<file path="src/rtl/timer_ctrl_if.sv">
// Button/counter-status inputs and counter-control/display outputs of timer_ctrl.
interface timer_ctrl_if;
  logic       start;
  logic       stop;
  logic       mode;
  logic       cnt_zero;
  logic       cnt_max;
  logic       cnt_en;
  logic       cnt_dir;
  logic       cnt_clr;
  logic       blank;
  logic       alarm;
  logic [1:0] state;

  modport master (
    output start, stop, mode, cnt_zero, cnt_max,
    input  cnt_en, cnt_dir, cnt_clr, blank, alarm, state
  );

  modport slave (
    input  start, stop, mode, cnt_zero, cnt_max,
    output cnt_en, cnt_dir, cnt_clr, blank, alarm, state
  );
endinterface

</file>
<file path="src/rtl/timer_ctrl.sv">
// Stopwatch/timer control FSM driving an external 4-digit BCD counter and display.
module timer_ctrl #(
  parameter int TICK_DIV    = 1000,
  parameter int ALARM_TICKS = 5,
  parameter int BLINK_DIV   = 250
) (
  input logic         clk,
  input logic         rst,
  timer_ctrl_if.slave bus
);
  localparam int PW = (TICK_DIV > 1)    ? $clog2(TICK_DIV)    : 1;
  localparam int AW = (ALARM_TICKS > 1) ? $clog2(ALARM_TICKS) : 1;
  localparam int BW = (BLINK_DIV > 1)   ? $clog2(BLINK_DIV)   : 1;
  localparam logic [PW-1:0] PRE_LAST = PW'(TICK_DIV - 1);
  localparam logic [AW-1:0] ALM_LAST = AW'(ALARM_TICKS - 1);
  localparam logic [BW-1:0] BLK_LAST = BW'(BLINK_DIV - 1);

  typedef enum logic [1:0] {
    IDLE  = 2'd0,
    RUN   = 2'd1,
    PAUSE = 2'd2,
    ALARM = 2'd3
  } state_e;

  state_e        state_q, state_d;
  logic [PW-1:0] pre_q, pre_d;
  logic [AW-1:0] acnt_q, acnt_d;
  logic [BW-1:0] bcnt_q, bcnt_d;
  logic          dir_q, dir_d;
  logic          en_pend_q, en_pend_d;
  logic          cnt_en_q, cnt_en_d;
  logic          cnt_clr_q, cnt_clr_d;
  logic          blank_q, blank_d;
  logic          alarm_q, alarm_d;
  logic          start_prev_q, stop_prev_q, mode_prev_q;
  logic          armed_q;

  logic start_ev, stop_ev, mode_ev;
  logic pre_wrap, terminal, bcnt_wrap;

  // armed_q masks the first edge after reset so a button held through release
  // is only captured as a level, never as an event.
  assign start_ev  = armed_q & bus.start & ~start_prev_q;
  assign stop_ev   = armed_q & bus.stop  & ~stop_prev_q;
  assign mode_ev   = armed_q & bus.mode  & ~mode_prev_q;
  assign pre_wrap  = (pre_q == PRE_LAST);
  assign bcnt_wrap = (bcnt_q == BLK_LAST);
  assign terminal  = dir_q ? bus.cnt_zero : bus.cnt_max;

  always_comb begin
    state_d   = state_q;
    pre_d     = pre_q;
    acnt_d    = acnt_q;
    dir_d     = dir_q;
    en_pend_d = 1'b0;
    cnt_clr_d = 1'b0;
    case (state_q)
      IDLE: begin
        if (stop_ev) begin
          cnt_clr_d = 1'b1;
        end else if (start_ev) begin
          state_d = RUN;
          pre_d   = '0;
        end
        if (mode_ev) dir_d = ~dir_q;
      end
      RUN: begin
        if (stop_ev) begin
          state_d = PAUSE;
        end else begin
          pre_d = pre_wrap ? '0 : pre_q + PW'(1);
          if (pre_wrap) begin
            if (terminal) begin
              state_d = ALARM;
              acnt_d  = '0;
            end else begin
              en_pend_d = 1'b1;
            end
          end
        end
      end
      PAUSE: begin
        if (stop_ev) begin
          state_d   = IDLE;
          cnt_clr_d = 1'b1;
        end else if (start_ev) begin
          state_d = RUN;
        end
      end
      ALARM: begin
        pre_d = pre_wrap ? '0 : pre_q + PW'(1);
        if (start_ev || stop_ev) begin
          state_d = IDLE;
        end else if (pre_wrap) begin
          if (acnt_q == ALM_LAST) state_d = IDLE;
          else                    acnt_d  = acnt_q + AW'(1);
        end
      end
    endcase

    // The tick is delayed one cycle after the wrap; drop it if RUN is being left.
    cnt_en_d = en_pend_q && (state_d == RUN);
    alarm_d  = (state_d == ALARM);
    bcnt_d   = bcnt_wrap ? '0 : bcnt_q + BW'(1);
    if (state_d == PAUSE || state_d == ALARM) blank_d = bcnt_wrap ? ~blank_q : blank_q;
    else                                      blank_d = 1'b0;
  end

  always_ff @(posedge clk or negedge rst) begin
    if (!rst) begin
      state_q      <= IDLE;
      pre_q        <= '0;
      acnt_q       <= '0;
      bcnt_q       <= '0;
      dir_q        <= 1'b0;
      en_pend_q    <= 1'b0;
      cnt_en_q     <= 1'b0;
      cnt_clr_q    <= 1'b0;
      blank_q      <= 1'b0;
      alarm_q      <= 1'b0;
      start_prev_q <= 1'b0;
      stop_prev_q  <= 1'b0;
      mode_prev_q  <= 1'b0;
      armed_q      <= 1'b0;
    end else begin
      state_q      <= state_d;
      pre_q        <= pre_d;
      acnt_q       <= acnt_d;
      bcnt_q       <= bcnt_d;
      dir_q        <= dir_d;
      en_pend_q    <= en_pend_d;
      cnt_en_q     <= cnt_en_d;
      cnt_clr_q    <= cnt_clr_d;
      blank_q      <= blank_d;
      alarm_q      <= alarm_d;
      start_prev_q <= bus.start;
      stop_prev_q  <= bus.stop;
      mode_prev_q  <= bus.mode;
      armed_q      <= 1'b1;
    end
  end

  assign bus.state   = state_q;
  assign bus.cnt_en  = cnt_en_q;
  assign bus.cnt_dir = dir_q;
  assign bus.cnt_clr = cnt_clr_q;
  assign bus.blank   = blank_q;
  assign bus.alarm   = alarm_q;
endmodule

</file>
<file path="src/flat_wrapper.sv">
// flat-port wrapper written by rule: the top's interface ports become plain ports
module timer_ctrl_flat 
#(
  parameter int TICK_DIV    = 1000,
  parameter int ALARM_TICKS = 5,
  parameter int BLINK_DIV   = 250
)
  (clk, rst, bus_start, bus_stop, bus_mode, bus_cnt_zero, bus_cnt_max, bus_cnt_en, bus_cnt_dir, bus_cnt_clr, bus_blank, bus_alarm, bus_state);
  timer_ctrl_if bus_i ();
  input logic clk;
  input logic rst;
  input wire logic [$bits(bus_i.start)-1:0] bus_start;
  input wire logic [$bits(bus_i.stop)-1:0] bus_stop;
  input wire logic [$bits(bus_i.mode)-1:0] bus_mode;
  input wire logic [$bits(bus_i.cnt_zero)-1:0] bus_cnt_zero;
  input wire logic [$bits(bus_i.cnt_max)-1:0] bus_cnt_max;
  output wire logic [$bits(bus_i.cnt_en)-1:0] bus_cnt_en;
  output wire logic [$bits(bus_i.cnt_dir)-1:0] bus_cnt_dir;
  output wire logic [$bits(bus_i.cnt_clr)-1:0] bus_cnt_clr;
  output wire logic [$bits(bus_i.blank)-1:0] bus_blank;
  output wire logic [$bits(bus_i.alarm)-1:0] bus_alarm;
  output wire logic [$bits(bus_i.state)-1:0] bus_state;
  assign bus_i.start = bus_start;
  assign bus_i.stop = bus_stop;
  assign bus_i.mode = bus_mode;
  assign bus_i.cnt_zero = bus_cnt_zero;
  assign bus_i.cnt_max = bus_cnt_max;
  assign bus_cnt_en = bus_i.cnt_en;
  assign bus_cnt_dir = bus_i.cnt_dir;
  assign bus_cnt_clr = bus_i.cnt_clr;
  assign bus_blank = bus_i.blank;
  assign bus_alarm = bus_i.alarm;
  assign bus_state = bus_i.state;
  timer_ctrl #(.TICK_DIV(TICK_DIV), .ALARM_TICKS(ALARM_TICKS), .BLINK_DIV(BLINK_DIV)) u_core (.clk(clk), .rst(rst), .bus(bus_i));
endmodule
</file>
<file path="config.mk">
export PLATFORM = sky130hd
export DESIGN_NAME = timer_ctrl_flat
export DESIGN_NICKNAME = d
export VERILOG_FILES = /design/src/rtl/timer_ctrl_if.sv /design/src/rtl/timer_ctrl.sv /design/src/flat_wrapper.sv
export SDC_FILE = /design/constraint.sdc
export NUM_CORES = 1
export LEC_CHECK = 0
export CAP_MARGIN = 40
export CELL_PAD_IN_SITES_DETAIL_PLACEMENT = 0
export CELL_PAD_IN_SITES_GLOBAL_PLACEMENT = 1
export CORE_MARGIN = 2
export CORE_UTILIZATION = 45
export CTS_BUF_LIST = sky130_fd_sc_hd__clkbuf_16
export CTS_CLUSTER_DIAMETER = 80
export DETAILED_ROUTE_END_ITERATION = 8
export PLACE_DENSITY_LB_ADDON = 0.1
export SLEW_MARGIN = 20
export SYNTH_ARGS = -nofsm -noshare
export SYNTH_HDL_FRONTEND = slang
export SYNTH_SLANG_ARGS = --single-unit
</file>
<file path="constraint.sdc">
create_clock -name clk -period 2.1 [get_ports clk]
set_input_delay 0.42 -clock clk [delete_from_list [all_inputs] [get_ports clk]]
set_output_delay 0.42 -clock clk [all_outputs]
set_load 0.02 [all_outputs]
</file>
==> metrics <==
status=complete, no violations; initial antenna violation count=0; final WL=roughly 3600 um; cts bufs inserted=5; Synth Register Bits=33; root buffer cell=clkbuf_16; Yosys top cell area share=45.4%; cts-stage hold buffer count=0; vias in the first global route=approximately 1400; Setup Skew=roughly 3.3 ps; Initial Util=46.1%; post-synthesis async set-or-reset flop share=100%; 1st-iter DRT viols=47; Clock Power Share=49.6%; Crit Path Max Fanout=7; grt ovf=0; antenna diode count=0; final worst path period need=~1900 ps; cells after synthesis=176; FMAX=around 0.53 GHz; post-synthesis instance area=between 1500 and 2000 um^2; Longest Clk Path Bufs=2; fillers=approximately 360; total of max-cap violations=0; CTS tree=yes; fin. max-slew vios=0; Slew @ Worst Pin=~580 ps; Syn Nets=about 190; Yosys cell types=44; Hold Crit Class=flip-flop to flip-flop; clk_lat worst skew=280 ps; Placer Congestion=0.806; first-pass GRT wire length=approximately 6300 um; overall die width=67.6 um; gr usage total=a little under a fifth; hold path start=u_core.en_pend_q; die area=4570 um^2; largest net degree at the start of global routing=34; post-route ant nets=0; design area=between 2000 and 2500 um^2; power after layout=roughly 1.6 mW; RR Endpoint=u_core.bus.cnt_en; area of the core=3940 um^2; crit start category=flip-flop; Leak=0.995 nW; Tcrit/Tclk final=89.3%; Worst Setup SP=u_core.bus.state[1]; Post-synth EDFFs=0; Final Net Count=218; TritonRoute pass-1 iters=4; Final setup viols=0; top_reg_cell synth=dfrtp_1; H-tree lvl count=2; DRC Markers=0; post-synth top area cell=dfrtp_1; Placed Area=2060 um^2; layout cells sized above 1=between 10% and 20%; port bufs=13; switching pwr=about 350 uW; critical path arrival=~2000 ps; Setup Buffers After CTS=0; Critical Path RT=between 2000 and 2500 ps; RSZ-0062 raised after global routing=no; Worst-path clk slew=50 ps; VDD IR-drop max=360 uV; final hold violation count=0; sequential area share after synthesis=between 40% and 50%; relative slew slack=about three fifths; Logic pwr share=9.2%; worst r2r src=u_core.bus.state[1]; WL/cell=approximately 14 um; worst hold endpoint=u_core.bus.cnt_en; top-count cell post-synth=dfrtp_1; Reg2Reg Setup Slack=between 200 and 250 ps; Avg Cell Area, Syn=approximately 10 um^2; DP Wirelength=~2600 um; P_int=about 1.3 mW; Setup WS pre-CTS=-12.5 ps; Post-synth top cells=dfrtp_1, nor2_1, nand2_1; Die Y=a little under 70 um; vias per cell=approximately 5.4; hold depth=1; TNS Setup=0 ps; pwr/cell area=730 nW/um^2; Layout area overhead=22.3%; Yosys warning total=0; Vias=approximately 1400; FP Rows=23; Switching Fraction=around 22%; Top Ports=14; synth top area cells=dfrtp_1, ha_1, nor2_1; Reg2Reg Depth=7; PostCTS Resize Cnt=0; slack of the critical path=225 ps; CP Capture Type=flip-flop; CTS sink cnt=33; WS Path Type=flip-flop to flip-flop; Seq pwr share=between 40% and 50%
==> power by group through the flow <==
| stage | Combinational [mW] | Clock, mW | Sequential (mW) |
|---|---|---|---|
| finish | 0.150 | 0.805 | 0.669 |
| global route | 0.166 | 0.855 | 0.671 |
| CTS | 0.151 | 0.827 | 0.669 |
| detailed placement | 0.151 | 0 | 0.680 |
| global placement | 0.150 | 0 | 0.679 |
| floorplan | 0.0627 | 0 | 0.691 |
==> worst max path at each step <==
stage | endpoint | slack (ps)
floorplan | u_core.bus.cnt_en | 240
global placement | u_core.acnt_q[2] | 60
detailed placement | u_core.acnt_q[2] | -10
CTS | u_core.bus.cnt_en | 190
global route | u_core.bus.cnt_en | 120
finish | u_core.bus.cnt_en | 220
==> sequential cells by signal, indices dropped and copies added (netlist names) <==
| name | count |
|---|---|
| u_core.acnt_q | 3 |
| u_core.bus.cnt_en | 1 |
| u_core.start_prev_q | 1 |
| u_core.bus.cnt_dir | 1 |
| u_core.bus.cnt_clr | 1 |
| u_core.mode_prev_q | 1 |
| u_core.bcnt_q | 8 |
| u_core.armed_q | 1 |
| u_core.pre_q | 10 |
| u_core.en_pend_q | 1 |
| u_core.stop_prev_q | 1 |
| u_core.bus.state | 2 |
| u_core.bus.alarm | 1 |
| u_core.bus.blank | 1 |
==> per-layer routing <==
layer | GRT usage, % | vias up | wire length (um)
met1 | 23.2 | 672 | 1720
met3 | 5.50 | 5 | 116
li1 | - | 672 | -
met2 | 29.8 | 19 | 1670
met5 | 0 | - | 0
met4 | 10.2 | 0 | 88
==> metrics by stage <==
step | utilization, % | hold WS (ps) | cells
global placement | 52.2 | 480 | 245
finish | 56.4 | 496 | 253
detailed placement | 52.2 | 483 | 245
floorplan | - | 124 | 176
CTS | 56.4 | 499 | 253
global route | 56.4 | 529 | 253
==> layout make-up <==
class	count	area (um^2)	share of cell area [%]
multi-input cells	134	957	43.0
flip-flops and latches	33	826	37.1
repair buffers	21	190	8.55
clock buffers	5	125	5.62
well taps	50	62.6	2.81
clock inverters	3	37.5	1.69
inverters	7	26.3	1.18
==> critical path: stages (launching register included) <==
cell and delay [ps]:
dfrtp_1 370, inv_1 130, ha_1 310, nor2b_1 170, o32ai_1 100, a311oi_2 300
o21ai_1 170, and3_1 210
==> cell usage in the layout, fill, tap and decap left out, types with 5 or more instances in the layout <==
| master | instances |
|---|---|
| and3_1 | 6 |
| buf_4 | 8 |
| clkbuf_16 | 5 |
| clkdlybuf4s50_1 | 13 |
| dfrtp_1 | 33 |
| ha_1 | 8 |
| inv_1 | 8 |
| nand2_1 | 13 |
| nand3_1 | 9 |
| nor2_1 | 24 |
| o21ai_0 | 7 |
| xnor2_1 | 5 |
| xor2_1 | 10 |
==> logic make-up (layout without fill, tap and decap cells) <==
group | after synthesis | in the layout | synth area share, %
compound gates | 29 | 29 | 13.6
xor+xnor | 15 | 15 | 7.22
fa+ha+maj | 9 | 9 | 6.19
buf+inv | 9 | 36 | 2.13
flops | 33 | 33 | 45.4
mux | 2 | 2 | 1.24
other cells | 1 | 1 | 0.206
simple gates | 78 | 78 | 24.0
No activity file was read; power rests on OpenSTA's default activity.
